[src/rtl/imem_load_arbiter.sv]
// Shares the instruction-memory port between a sequential program loader and the
// fetch stage, with run control that gates the core and parks it on HALT_INST.
module imem_load_arbiter #(
  parameter int unsigned DEPTH_W   = 6,
  parameter logic [31:0] HALT_INST = 32'h00a54533,
  parameter logic [31:0] NOP_INST  = 32'h00000013
) (
  input  logic               clk_50,
  input  logic               rst_n,
  input  logic               ld_valid,
  input  logic [31:0]        ld_data,
  input  logic               ld_last,
  output logic               ld_ready,
  input  logic               start,
  input  logic [31:0]        cpu_addr,
  output logic [31:0]        cpu_inst,
  output logic               cpu_run,
  output logic               done,
  output logic               load_err,
  output logic [DEPTH_W:0]   word_count,
  output logic               mem_we,
  output logic [DEPTH_W-1:0] mem_addr,
  output logic [31:0]        mem_wdata,
  input  logic [31:0]        mem_rdata
);

  typedef enum logic [2:0] {
    IDLE,
    LOAD,
    READY,
    RUN,
    DONE
  } state_t;

  localparam logic [DEPTH_W:0] CNT_ONE = {{DEPTH_W{1'b0}}, 1'b1};

  state_t           r_state;
  state_t           w_state_nxt;
  logic [DEPTH_W:0] r_word_count;
  logic [DEPTH_W:0] w_word_count_nxt;
  logic             r_load_err;
  logic             w_load_err_nxt;
  logic             r_armed;
  logic             r_issued;
  logic             r_oor;
  logic             w_full;
  logic             w_fetch_oor;
  logic [31:0]      w_fetch_inst;
  logic             w_unused_ok;

  assign w_full      = r_word_count[DEPTH_W];
  assign w_fetch_oor = ({1'b0, cpu_addr[DEPTH_W+1:2]} >= r_word_count) ||
                       (|cpu_addr[31:DEPTH_W+2]);
  // Read data is only trusted when a RUN-state address was issued last cycle and was in range.
  assign w_fetch_inst = (r_issued && !r_oor) ? mem_rdata : NOP_INST;
  assign w_unused_ok  = &{1'b0, cpu_addr[1:0]};

  assign mem_wdata  = ld_data;
  assign word_count = r_word_count;
  assign load_err   = r_load_err;

  always_comb begin
    w_state_nxt      = r_state;
    w_word_count_nxt = r_word_count;
    w_load_err_nxt   = r_load_err;
    ld_ready         = 1'b0;
    mem_we           = 1'b0;
    mem_addr         = '0;
    cpu_run          = 1'b0;
    done             = 1'b0;
    cpu_inst         = NOP_INST;
    case (r_state)
      IDLE: begin
        // r_armed keeps ld_ready low while reset is held and for the first edge after.
        ld_ready = r_armed;
        mem_we   = ld_valid & r_armed;
        if (ld_valid && r_armed) begin
          w_word_count_nxt = CNT_ONE;
          w_state_nxt      = ld_last ? READY : LOAD;
        end
      end
      LOAD: begin
        ld_ready = !w_full;
        mem_addr = r_word_count[DEPTH_W-1:0];
        mem_we   = ld_valid & !w_full;
        if (ld_valid) begin
          if (w_full) begin
            w_load_err_nxt = 1'b1;
            w_state_nxt    = READY;
          end else begin
            w_word_count_nxt = r_word_count + CNT_ONE;
            if (ld_last) begin
              w_state_nxt = READY;
            end
          end
        end
      end
      READY: begin
        if (start) begin
          w_state_nxt = RUN;
        end
      end
      RUN: begin
        cpu_run  = 1'b1;
        mem_addr = cpu_addr[DEPTH_W+1:2];
        cpu_inst = w_fetch_inst;
        if (w_fetch_inst == HALT_INST) begin
          w_state_nxt = DONE;
        end
      end
      DONE: begin
        done = 1'b1;
        if (ld_valid) begin
          w_state_nxt      = IDLE;
          w_word_count_nxt = '0;
          w_load_err_nxt   = 1'b0;
        end else if (start) begin
          w_state_nxt = RUN;
        end
      end
      default: begin
        w_state_nxt = IDLE;
      end
    endcase
  end

  always_ff @(posedge clk_50 or negedge rst_n) begin
    if (!rst_n) begin
      r_state      <= IDLE;
      r_word_count <= '0;
      r_load_err   <= 1'b0;
      r_armed      <= 1'b0;
      r_issued     <= 1'b0;
      r_oor        <= 1'b0;
    end else begin
      r_state      <= w_state_nxt;
      r_word_count <= w_word_count_nxt;
      r_load_err   <= w_load_err_nxt;
      r_armed      <= 1'b1;
      r_issued     <= (r_state == RUN);
      r_oor        <= w_fetch_oor;
    end
  end

endmodule

[config.mk]
export PLATFORM = sky130hd
export DESIGN_NAME = imem_load_arbiter
export DESIGN_NICKNAME = d
export VERILOG_FILES = /design/src/rtl/imem_load_arbiter.sv
export SDC_FILE = /design/constraint.sdc
export NUM_CORES = 1
export LEC_CHECK = 0
export ABC_AREA = 1
export BUFFER_PORTS_ARGS = -buffer_cell sky130_fd_sc_hd__buf_2
export CAP_MARGIN = 15
export CORE_ASPECT_RATIO = 1.1
export CORE_MARGIN = 2
export CORE_UTILIZATION = 35
export DETAILED_ROUTE_END_ITERATION = 10
export GPL_ROUTABILITY_DRIVEN = 0
export HOLD_SLACK_MARGIN = 0.15
export PLACE_DENSITY_LB_ADDON = 0.05
export SKIP_CTS_REPAIR_TIMING = 1
export SYNTH_ARGS = -nofsm -noshare
export SYNTH_HDL_FRONTEND = slang
export SYNTH_SLANG_ARGS = --single-unit
[constraint.sdc]
create_clock -name clk_50 -period 1.75 [get_ports clk_50]
set_input_delay 0.175 -clock clk_50 [delete_from_list [all_inputs] [get_ports clk_50]]
set_output_delay 0.175 -clock clk_50 [all_outputs]
set_load 0.05 [all_outputs]
Word-level counts from Yosys, hierarchy flattened
Cells that the tools add are included.
- flip-flop bits (word level): 14
- output and inout port bits: 82
- word-level logic and storage cells: 61
- bitwise logic cells: 2
- add/sub/neg operators: 1
- magnitude comparators: 1
- eq/ne operators: 12
- multiplexer cells: 25
- reduce and logical (&&, ||, !) cells: 13
- operator list (operator ; count):
    $mux 32 ; 2
    $eq 32x24->1 const B ; 1
    $mux 7 ; 4
    $reduce_or 24->1 ; 1
    $mux 3 ; 7
    $pmux 7 s3 ; 1
    $pmux 3 s5 ; 1
    $ne 2x2->1 const B ; 6
    $pmux 6 s2 ; 1
    $reduce_and 4->1 ; 3
    $add 7x1->7 const B ; 1
    $ge 6x7->1 ; 1
    $eq 3x2->1 const B ; 2
    $pmux 1 s2 ; 3
    $mux 1 ; 5
    $reduce_and 5->1 ; 1
    $eq 3x1->1 const B ; 1
    $eq 3x3->1 const B ; 1
    $logic_not 3->1 ; 1
    $ne 3x3->1 const B ; 1
    $reduce_bool 3->1 ; 1
    $and 1x1->1 ; 2
    $logic_and 1x1->1 ; 2
    $logic_not 1->1 ; 2
    3 further kinds ; 3

Logic depth before layout (Yosys ltp)
- depth in word-level cells: 6
- gate-level depth with buffers: 12
- gate-level depth less buffers: 11

Least setup slack after synthesis
Ideal clock, no wire load.
- path type: reg2out
- from: reg r_state[0]
- to: out cpu_inst[13]
- data arrival time: 2.014 ns
- path slack: -0.439 ns
- cell stages (with the launch flop): 6
- cells stage by stage: dfrtp_1 -> inv_4 -> nor3_2 -> inv_1 -> clkbuf_1 -> nor3_1
- cells in the longest elaborated chain, start to end: 2
- ends and longest elaborated chain (item ; RTL line ; text):
    start, declared ; 37 ; state_t r_state;
    start signal, assigned ; 136 ; r_state <= w_state_nxt;
    $eq 3x2->1 ; 72 ; case (r_state)
    $mux 32 ; 72 ;
    end, declared ; 16 ; output logic [31:0] cpu_inst,
Every way passes these cells.

Worst setup path in the final report
- from: reg r_state[2]
- to: out mem_addr[0]
- cells in the longest elaborated chain, start to end: 2
- ends and longest elaborated chain (item ; RTL line ; text):
    $eq 3x2->1 / $eq 3x1->1 (equally long branches) ; 72 ;
    $pmux 6 s2 * ; 72 ;
    end, declared ; 22 ; output logic [DEPTH_W-1:0] mem_addr,
Every way passes the cells marked *; elsewhere a longest branch is shown, timed or not.

==> results.txt <==
Clock Path Buffers: 2
Pleak: 1.28 nW
Syn Inst Count: 275
GR Util All Layers: 19.0%
row count: 26
final core utilization: 55.2%
Crit path buffers/inverters: 3
Clock Skews: 0.00343 ns
Die Ht: 77.1 um
worst-path cell chain: nor2_2, inv_2, nor2_4, inv_1, o22ai_2, clkbuf_4
clock sink count: 14
CP Launch Type: flip-flop
sequential cell area: 352 um^2
CTS root buf: clkbuf_8
Worst-path clk slew: 0.06 ns
CP Data Arrival Time: 1.62 ns
syn nets: 383
Hold Crit Class: in -> reg
RSZ-0062 raised after global routing: yes
Vias/cell: 4.70
crit-path max FO: 7
H-tree depth: 1
io pins: 183
grt total ovfl: 0
setup ws final: -0.0427 ns
Residual DRC: 0
Final Slew Violations: 0
Cell Pwr Density: 860 mW/mm^2
die area: 0.00544 mm^2
Final Hold Vio Count: 0
die width: 70.5 um
Synth top area share: 20.6%
CP delay by family, top: buffers and inverters
crit path max-delay cell type: dfrtp_1
Max VDD drop: 0.703 mV
final setup fails: 2
ANT cells: 0
Starting Density: 36.6%
fin crit share: 102%
core area: 0.00465 mm^2
total iterations of the first detailed-routing run: 4
most common cell after layout, fill and taps aside: buf_2
area occupied by multi-input gates: 0.00111 mm^2
fmax: 558 MHz
max-capacitance violation count: 0
post-synthesis sequential area ratio: 20.6%
failing checks: setup timing
commonest cells after routing, fill and taps aside: 80 x buf_2, 49 x nand2_1, 32 x nor2_1, 29 x inv_1, 23 x nor2_2
overall routed net length: 5.30 mm
Clock Latency Late Sink: 0.25 ns
YS warnings: 0
CTS buffer count: 3
critical path type: reg -> out
fillers: 461
HPWL after DPL: 4.35 mm
Synth Area per Inst: 6.19 um^2
synth-to-layout area growth: 51.0%
flops & latches, synth: 14
initial antenna violation count: 0
leading area contributor after synthesis: dfrtp_1
post-DR wirelength/cell: 12.5 um
post-route cell area: 0.00257 mm^2
top cells by area, synth: dfrtp_1 21%, buf_4 14%, nor2_1 11%
Mapped Area: 0.00170 mm^2
port bufs: 116
vias: 1984
DR iter-0 viols: 89
pin count of the biggest net entering global routing: 31
CTS tree: built
first-pass GRT wire length: 8.53 mm
Final Critical Period: 1.79 ns
max incr delay on CP: 0.43 ns
DP Area: 0.00230 mm^2
layout cell share with drive strength beyond 1: 52.2%
antenna viol nets, final: 0
vias in the first global route: 1841
crit end category: output pin
Worst Path Required: 1.57 ns
Yosys cell types: 36
Layout Nets: 475
post-placement setup slack: 0.176 ns
status: finished, violations left
==> cell usage after synthesis (all sizes together) <==
library cell	count
a21oi	7
nand2	54
a21bo	1
conb	1
o21ai	13
nor2	57
nor3b	2
nand3	14
a21boi	2
ha	7
or2	1
o22ai	2
nand4	4
inv	35
xor2	1
dfrtp	14
nor4	2
nor3	16
a21o	1
a31oi	1
clkinv	1
buf	34
clkbuf	5
==> cell type report <==
| type | instances | share of cell area, % |
|---|---|---|
| Timing Repair Buffer | 126 | 32.7 |
| Tap cell | 56 | 2.73 |
| Sequential cell | 14 | 13.7 |
| Inverter | 36 | 5.36 |
| Clock buffer | 4 | 2.14 |
| Multi-Input combinational cell | 186 | 43.4 |
==> metal layers <==
metal | part of all wire, % | track usage [%]
met3 | 8.1 | 5.26
met2 | 51 | 33.3
met5 | 0 | 0
met1 | 40 | 23.4
met4 | 0.72 | 2.88
==> flip-flops by register name (all words and copies together) (netlist names) <==
name and count:
r_state 3, load_err 1, r_issued 1, r_oor 1, word_count 7, r_armed 1
==> final timing paths <==
kind | startpoint | to | slack, ns | cells past startpoint
max | r_state[2] | mem_addr[0] | -0.04 | 6
min | ld_valid | load_err | 0.25 | 3
max reg2reg | word_count[0] | r_oor | 0.23 | 6
min reg2reg | load_err | load_err | 0.53 | 2
max in group asynchronous | rst_n | r_state[0] | 1.13 | 2
min in group asynchronous | rst_n | load_err | 0.36 | 2
==> logic make-up (layout without fill, tap and decap cells) <==
logic type | Yosys count | in the layout | share of synthesized area (%)
simple gates | 150 | 150 | 40.1
buf+inv | 75 | 166 | 24.3
compound gates | 27 | 27 | 9.12
flops | 14 | 14 | 20.6
fa+ha+maj | 7 | 7 | 5.15
other cells | 1 | 1 | 0.220
xor+xnor | 1 | 1 | 0.515
==> worst register-to-register path, cell delays in order, from the launching register on <==
cell and delay [ns]:
dfrtp_1 0.44, ha_1 0.29, o21ai_0 0.16, nand2_1 0.06
a21oi_1 0.14, o21ai_0 0.11, a21bo_2 0.20
==> through the flow <==
stage	std cells	power, mW	hold slack, ns	TNS, ns
after floorplan	275	1.64	-0.121	-1.29
after global placement	416	1.83	0.0947	0
after detailed placement	416	1.83	0.0934	0
after CTS	420	2.16	-0.178	-1.31
after global routing	422	2.39	0.253	-0.983
final	422	2.21	0.251	-0.0440
==> power by group <==
part / internal, mW / total (mW) / leakage (nW) / switching, mW
clock: 0.199 / 0.318 / 0.0288 / 0.119
combinational: 0.436 / 1.41 / 1.08 / 0.975
sequential: 0.400 / 0.479 / 0.178 / 0.0792
Note: power is estimated with default switching activity, not from simulation.
